File: src/rtl/thread_regfile_mc.sv
// Per-thread register file with NUM_CONTEXTS resident blocks.
// Each context has its own registers, a per-register pending-load scoreboard
// and a latched %blockIdx. Deferred LSU writebacks may target any context.
// A sequential engine zeroes the writable registers of one context.
// Handshake semantics: there is no valid/ready back-pressure here. Every
// *_valid, *_req and ldr_issue input is a single-cycle command sampled on the
// clock edge while enable is high, and clear_req is dropped while clear_busy is set.
module thread_regfile_mc #(
    parameter int THREADS_PER_BLOCK = 4,
    parameter int THREAD_ID         = 0,
    parameter int DATA_BITS         = 8,
    parameter int NUM_CONTEXTS      = 4,
    parameter int NUM_REGS          = 16,
    parameter int CTX_BITS          = $clog2(NUM_CONTEXTS),
    parameter int RA_BITS           = $clog2(NUM_REGS)
) (
    input  logic                    clk,
    input  logic                    reset,
    input  logic                    enable,
    input  logic [CTX_BITS-1:0]     active_context,
    input  logic [2:0]              core_state,
    input  logic [RA_BITS-1:0]      decoded_rd_address,
    input  logic [RA_BITS-1:0]      decoded_rs_address,
    input  logic [RA_BITS-1:0]      decoded_rt_address,
    input  logic                    decoded_reg_write_enable,
    input  logic [1:0]              decoded_reg_input_mux,
    input  logic [DATA_BITS-1:0]    decoded_immediate,
    input  logic [DATA_BITS-1:0]    alu_out,
    input  logic [DATA_BITS-1:0]    lsu_out,
    input  logic                    ldr_issue,
    input  logic                    launch_valid,
    input  logic [CTX_BITS-1:0]     launch_ctx,
    input  logic [7:0]              launch_block_id,
    input  logic                    wb_valid,
    input  logic [CTX_BITS-1:0]     wb_ctx,
    input  logic [RA_BITS-1:0]      wb_rd,
    input  logic [DATA_BITS-1:0]    wb_data,
    input  logic                    clear_req,
    input  logic [CTX_BITS-1:0]     clear_ctx,
    output logic                    clear_busy,
    output logic [NUM_CONTEXTS-1:0] ctx_ready,
    output logic                    wr_conflict,
    output logic [DATA_BITS-1:0]    rs,
    output logic [DATA_BITS-1:0]    rt
);

    localparam logic [2:0] ST_REQUEST = 3'b011;
    localparam logic [2:0] ST_UPDATE  = 3'b110;
    // Highest writable register; the three above it are special read-only values.
    localparam logic [RA_BITS-1:0] LAST_WRITABLE = RA_BITS'(NUM_REGS - 4);
    localparam logic [RA_BITS-1:0] BLOCK_IDX_REG = RA_BITS'(NUM_REGS - 3);

    typedef enum logic {
        IDLE  = 1'b0,
        CLEAR = 1'b1
    } clear_state_t;

    clear_state_t              clear_state;
    logic [CTX_BITS-1:0]       clear_idx_ctx;
    logic [RA_BITS-1:0]        clear_idx;

    logic [DATA_BITS-1:0]      regs    [NUM_CONTEXTS][NUM_REGS];
    logic [NUM_REGS-1:0]       pending [NUM_CONTEXTS];

    logic                      core_wr;
    logic [DATA_BITS-1:0]      core_wr_data;
    logic                      wb_wr;
    logic                      fwd_s;
    logic                      fwd_t;
    logic                      collide;
    logic                      ldr_set;

    // Decode this cycle's write sources, forwarding and collision detection.
    always_comb begin
        core_wr      = (core_state == ST_UPDATE) && decoded_reg_write_enable &&
                       (decoded_rd_address <= LAST_WRITABLE) &&
                       (decoded_reg_input_mux != 2'b11);
        core_wr_data = decoded_immediate;
        case (decoded_reg_input_mux)
            2'b00:   core_wr_data = alu_out;
            2'b01:   core_wr_data = lsu_out;
            default: core_wr_data = decoded_immediate;
        endcase
        wb_wr   = wb_valid && (wb_rd <= LAST_WRITABLE);
        fwd_s   = wb_wr && (wb_ctx == active_context) && (wb_rd == decoded_rs_address);
        fwd_t   = wb_wr && (wb_ctx == active_context) && (wb_rd == decoded_rt_address);
        collide = core_wr && wb_wr && (wb_ctx == active_context) &&
                  (wb_rd == decoded_rd_address);
        ldr_set = ldr_issue && (decoded_rd_address <= LAST_WRITABLE);
    end

    // Clear engine: walk R0..LAST_WRITABLE of the latched context, one per cycle.
    always_ff @(posedge clk) begin
        if (reset) begin
            clear_state   <= IDLE;
            clear_idx_ctx <= '0;
            clear_idx     <= '0;
        end else if (enable) begin
            case (clear_state)
                IDLE: begin
                    if (clear_req) begin
                        clear_state   <= CLEAR;
                        clear_idx_ctx <= clear_ctx;
                        clear_idx     <= '0;
                    end
                end
                CLEAR: begin
                    if (clear_idx == LAST_WRITABLE) begin
                        clear_state <= IDLE;
                    end else begin
                        clear_idx <= clear_idx + RA_BITS'(1);
                    end
                end
                default: clear_state <= IDLE;
            endcase
        end
    end

    // Storage, scoreboard and operand registers; later assignments take priority
    // (clear < core write < writeback; pending set by a new load beats any clear).
    always_ff @(posedge clk) begin
        if (reset) begin
            for (int c = 0; c < NUM_CONTEXTS; c++) begin
                for (int r = 0; r < NUM_REGS; r++) begin
                    if (r == NUM_REGS - 2)
                        regs[c][r] <= DATA_BITS'(THREADS_PER_BLOCK);
                    else if (r == NUM_REGS - 1)
                        regs[c][r] <= DATA_BITS'(THREAD_ID);
                    else
                        regs[c][r] <= '0;
                end
                pending[c] <= '0;
            end
            rs          <= '0;
            rt          <= '0;
            wr_conflict <= 1'b0;
        end else if (enable) begin
            if (clear_state == CLEAR) begin
                regs[clear_idx_ctx][clear_idx]    <= '0;
                pending[clear_idx_ctx][clear_idx] <= 1'b0;
            end
            if (core_wr)
                regs[active_context][decoded_rd_address] <= core_wr_data;
            if (wb_wr) begin
                regs[wb_ctx][wb_rd]    <= wb_data;
                pending[wb_ctx][wb_rd] <= 1'b0;
            end
            if (launch_valid)
                regs[launch_ctx][BLOCK_IDX_REG] <= DATA_BITS'(launch_block_id);
            if (ldr_set)
                pending[active_context][decoded_rd_address] <= 1'b1;
            if (core_state == ST_REQUEST) begin
                rs <= fwd_s ? wb_data : regs[active_context][decoded_rs_address];
                rt <= fwd_t ? wb_data : regs[active_context][decoded_rt_address];
            end
            wr_conflict <= collide;
        end
    end

    assign clear_busy = (clear_state == CLEAR);

    // A context is ready when nothing is outstanding and it is not being cleared.
    for (genvar c = 0; c < NUM_CONTEXTS; c++) begin : g_ready
        assign ctx_ready[c] = ~|pending[c] &
                              ~(clear_busy && (clear_idx_ctx == CTX_BITS'(c)));
    end

endmodule

File: config.mk
export PLATFORM = sky130hd
export DESIGN_NAME = thread_regfile_mc
export DESIGN_NICKNAME = d
export VERILOG_FILES = /design/src/rtl/thread_regfile_mc.sv
export SDC_FILE = /design/constraint.sdc
export NUM_CORES = 1
export LEC_CHECK = 0
export ABC_CLOCK_PERIOD_IN_PS = 3200
export CORE_MARGIN = 1
export CORE_UTILIZATION = 34
export DETAILED_ROUTE_END_ITERATION = 8
export DONT_BUFFER_PORTS = 1
export GPL_TIMING_DRIVEN = 0
export REMOVE_ABC_BUFFERS = 1
export SLEW_MARGIN = 20
export SYNTH_ARGS = -nofsm -noshare
export SYNTH_HDL_FRONTEND = slang
export SYNTH_SLANG_ARGS = --single-unit
File: constraint.sdc
create_clock -name clk -period 3.2 [get_ports clk]
set_input_delay 0.16 -clock clk [delete_from_list [all_inputs] [get_ports clk]]
set_output_delay 0.16 -clock clk [all_outputs]
set_load 0.02 [all_outputs]
* After elaboration in Yosys (flattened, before gate mapping)
Memory sizes are Yosys's and may differ from the RTL's.
Cells that the tools add are included.
** Operators by class
- Bitwise logic cells :: 14
- Magnitude comparators :: 16
- Equality and inequality tests :: 14
- Muxes and demuxes :: 72
- Reduce and logical (&&, ||, !) cells :: 41
- Add/subtract/negate cells :: 1
** Operator list (number)
- 2-to-1 mux 128 bit :: 10
- OR reduction 128 bit :: 4
- 2-to-1 mux 16 bit :: 9
- OR reduction 16 bit :: 7
- demux 8 bit (select 4 bit) :: 3
- 2-to-1 mux 8 bit :: 9
- binary-select mux 8 bit (select 4 bit) :: 2
- greater-or-equal comparator 5 bit, second input constant :: 5
- NOT 4 -> 5 bit :: 5
- 2-to-1 mux 1 bit :: 23
- logical AND 1 bit :: 21
- 2-to-1 mux 2 bit :: 8
- one-hot mux 8 bit (2 select lines) :: 1
- < comparator 4 x 5 -> 1 bit, second input constant :: 3
- < comparator 5 x 1 -> 1 bit, second input constant :: 3
- demux 1 bit (select 4 bit) :: 3
- == test 4 bit :: 3
- greater-or-equal comparator 4 x 1 -> 1 bit, second input constant :: 3
- less-or-equal comparator 4 bit, second input constant :: 2
- 2-to-1 mux 4 bit :: 2
- one-hot mux 4 bit (2 select lines) :: 1
- inequality test 2 bit, second input constant :: 3
- AND reduction 3 bit :: 2
- NOT 1 bit :: 5
- 12 further kinds :: 21
** Storage, ports and cells
- Register bits :: 24
- Bits in writable memories :: 576
- Word-level logic and storage cells :: 166
- Memories :: 2
** Memories
- regs :: words 4, bits a word 128, rd ports 1, clocked after Yosys merged registers in 0, wr ports 4, line 62 : logic [DATA_BITS-1:0] regs [NUM_CONTEXTS][NUM_REGS];
- pending :: words 4, bits a word 16, rd ports 4, clocked after Yosys merged registers in 0, wr ports 4, line 63 : logic [NUM_REGS-1:0] pending [NUM_CONTEXTS];

* Longest topological paths before layout
- Depth in word-level cells :: 10
- Depth in mapped cells :: 9

* Worst setup path before layout
Ideal clock, no wire load.
- Path type :: input -> register
- Start point :: in active_context[0]
- End point :: mem regs[3][112] in the netlist's numbering (enable)
- Path buffers :: 5
- Cell stages on the path :: 7
- Arrival time :: 2.017 ns
- Path slack :: 0.799 ns
- Library setup time :: 0.384 ns
- Cell sequence :: buf_2 -> buf_4 -> buf_4 -> nand2_2 -> clkbuf_1 -> buf_1 -> o21ai_0
** RTL lines
- start, declared :: line 20 : input logic [CTX_BITS-1:0] active_context,
- end, declared :: line 62

==> run_results.csv <==
group,metric,value,unit
power,pwr_density_cell,491.4,nW/um^2
place,hpwl,89.01,mm
layout,stdcell_area,37330,sq um
global_route,grt_max_degree,242,
clock_network,cts_max_level,2,
timing,skew,36.27,ps
power,p_int,13.49,mW
drt,via_per_inst,6.374,
clock_network,cts_tree,"built",
worst_setup_path,cp-endpoint,"regs[3][29]",
clock_network,path_clk_slew,60,ps
power,seqPwrFrac,49.3,%
worst_setup_path,cp.arrival,3440,ps
worst_setup_path,path_max_fanout,21,
power,total_power,18.35,mW
global_route,grt_overflow,0,
drt,wl,131.2,mm
worst_setup_path,required,3480,ps
timing,setup_viol,0,
timing,finalCritPeriodShare,98.82,%
power,combPwrFrac,12.4,%
logic_synthesis,synth_area_per_cell,11.91,sq um
die,die-area,99130,sq um
power,p_sw_share,26.49,%
drt,drt_iter0_drc,3841,
logic_synthesis,netlist_top_cells_area,"edfxtp_1 46%, mux4_2 13%, dfxtp_1 5.3%",
drt,postRouteAntennaNets,0,
worst_setup_path,critPathLaunchType,"input port",
die,fp.coreArea,96850,sq um
logic_synthesis,synth_top_area_share,46.20,%
layout,layout-drive-gt1-share,16.81,%
die,ioPinCount,99,
timing,maxSlewViolCount,23,
logic_synthesis,yosys_warnings,0,
place,placed_area,34650,sq um
drt,vias,26060,
drt,firstDrtPassIters,8,
timing,hold_viol_final,0,
layout,synthToLayoutAreaGrowth,12.19,%
die,die_y,314.9,um
power,leakage,11.75,nW
timing,clock.fmax,316.2,MHz
power,p_sw,4.860,mW
place,io_buffers,0,
timing,timing.slew.headroom,-0.4495,%
status,violations,"DRC, slew limit",
place,place.gp.congestion,0.9976,
clock_network,clock-root-buffer,"clkbuf_16",
clock_network,cts_buffer_depth,3,
worst_setup_path,reg2reg_slack,80,ps
clock_network,clk_latency,670,ps
logic_synthesis,synth.distinct_cells,77,
global_route,gr-usage-all-layers,26.08,%
logic_synthesis,syn-cell-area,33280,sq um
min_path,hold_path.class,"in -> reg",
die,initial_core_util,34.36,%
logic_synthesis,syn_inst,2795,
die,fp-row-count,114,
layout,n_fill_cell,9037,
logic_synthesis,synth-edff-count,512,
timing,grt_setup_unrepaired,"no",
die,die_w,314.9,um
worst_setup_path,criticalPathCategory,"in -> reg",
clock_network,clock-sinks,600,
power,clkPwrFrac,38.3,%
logic_synthesis,synth-seq-cells,600,
flow_run,cap_violations,0,
logic_synthesis,seq_area_frac_synth,51.49,%
timing,min_period,3162,ps
global_route,grt_pass1_vias,24700,
layout,nNetsFinal,2840,
min_path,min_path_cells,3,
global_route,antenna_found_initial,5,
logic_synthesis,async_flop_share,0,%
worst_setup_path,cp-startpoint,"reset",
timing,tightest_slew,1507,ps
drt,drc,30,
global_route,grt_first_pass_wirelength,185.0,mm
worst_setup_path,r2r_cells,4,
worst_setup_path,end_kind,"flip-flop",
worst_setup_path,rr_startpoint,"clear_busy",
logic_synthesis,synth.largest_area_cell,"edfxtp_1",
drt,avgRoutedWirePerCell,32.10,um
logic_synthesis,synth_ff_type,"edfxtp_1",
power,ir_drop,0.4437,mV
worst_setup_path,r2r_end,"regs[3][29]",
clock_network,tritoncts.num_buffers,61,
status,outcome,"complete, but fails checks",
worst max-delay path: stages:
cell and delay [ps]:
dlygate4sd3_1 760, nor2b_2 640, nand4_1 350, nor2_1 770, a211oi_1 170, o21ai_1 570
logic make-up (layout without fill, tap and decap cells):
kind of cell | Yosys count | count (layout) | share of synthesized area [%]
flip-flops | 600 | 600 | 51.49
buffers and inverters | 268 | 222 | 3.557
XOR/XNOR | 15 | 15 | 0.3948
multiplexers | 290 | 290 | 16.23
AO/OA/AOI/OAI | 770 | 770 | 15.58
AND/OR/NAND/NOR | 847 | 847 | 12.58
other | 1 | 64 | 0.01127
adder cells (fa/ha/maj) | 4 | 4 | 0.1504
state kept, by name (all words and copies together), names as in the netlist:
signal and count:
clear_busy 1, clear_idx 4, clear_idx_ctx 2, pending 64, regs 512, rs 8
rt 8, wr_conflict 1
cell usage after synthesis, types with 6 or more instances:
master / number
edfxtp_1: 512
nand2_1: 420
o21ai_0: 293
mux4_2: 196
clkbuf_1: 153
a22o_1: 152
nor2_1: 115
dfxtp_1: 88
mux2i_1: 58
a21oi_1: 49
a211oi_1: 48
and2_1: 45
nand3_1: 45
o2bb2ai_1: 43
buf_2: 41
mux2_2: 36
nand3b_1: 30
buf_4: 25
nor4_1: 24
o21ai_1: 24
o21ai_2: 24
buf_1: 23
nand2b_1: 23
nor2b_1: 23
o22ai_1: 23
nor3_2: 22
a221oi_1: 20
nor3_1: 20
a31oi_1: 19
inv_1: 18
nand4_1: 14
o221ai_1: 13
or3_1: 13
xor2_1: 12
o211ai_1: 10
o21a_1: 8
a211o_1: 7
nor4_2: 7
a221o_1: 6
a22oi_1: 6
layout make-up:
class / count / area, sq um / share of cell area [%]
Tap cell: 1276 / 1597 / 4.276
Clock inverter: 41 / 300.3 / 0.8043
Clock buffer: 71 / 1585 / 4.246
Antenna cell: 4 / 10.01 / 0.02681
Multi-Input combinational cell: 1986 / 15340 / 41.08
Timing Repair Buffer: 90 / 1292 / 3.462
Inverter: 20 / 77.57 / 0.2078
Sequential cell: 600 / 17140 / 45.90
layout by cell type, fill, tap and decap left out, types with 14 or more instances in the layout:
master,count
nor3_1,20
o22ai_1,23
mux2i_1,58
o21ai_2,24
nor4_1,24
mux2_2,36
inv_1,18
o21ai_1,43
a211oi_1,48
buf_16,19
mux4_2,196
nor2_1,112
nand3b_1,30
nor3_2,22
o21ai_0,266
nor2b_1,17
o2bb2ai_1,43
nand2b_1,22
nand4_1,14
a21oi_1,49
and2_1,45
a221oi_1,20
a31oi_1,19
edfxtp_1,512
clkbuf_16,62
a22o_1,152
nand3_1,45
dlygate4sd3_1,53
nand2_1,419
dfxtp_1,88
clkinv_2,18
conb_1,60
how the worst min path moves through the flow:
stage	slack (ps)	from	to
final	9	wb_data[6]	regs[2][118]
after global routing	8	decoded_reg_input_mux[1]	regs[0][100]
after CTS	1	decoded_rd_address[1]	pending[0][10]
after detailed placement	310	clear_ctx[0]	clear_idx_ctx[0]
after global placement	300	clear_ctx[0]	clear_idx_ctx[0]
after floorplan	230	reset	clear_idx[0]
stage by stage:
step	hold WS (ps)	setup WS (ps)	instances	setup TNS [ps]	util [%]
after floorplan	229.1	711.5	2606	0	-
after global placement	303.9	-1177	3882	-116620	35.09
after detailed placement	307.9	-273.1	3910	-12260	35.78
after CTS	1.225	112.8	4084	0	38.53
after global routing	7.866	24.05	4084	0	38.54
final	8.728	37.68	4088	0	38.55
routing by layer:
metal | share of wire (%) | global-route usage (%)
met5 | 0.021 | 0
met4 | 5.9 | 13.50
met3 | 12 | 5.881
met2 | 45 | 40.58
met1 | 37 | 33.98
power by group through the flow:
| stage | clock, mW | sequential [mW] | combinational, mW |
|---|---|---|---|
| finish | 7.03 | 9.04 | 2.27 |
| global route | 7.27 | 9.08 | 2.30 |
| detailed placement | 0 | 9.20 | 1.94 |
| CTS | 7.02 | 9.04 | 2.20 |
| global placement | 0 | 9.19 | 1.79 |
| floorplan | 0 | 9.11 | 1.12 |
repair_timing:
action                                 4_1_cts  5_1_grt
resized for setup                            0        0
hold buffers                                62        0
endpoints found under the hold margin      534        0
buffers inserted                             0        0
Power figures use the tool's default switching activity.
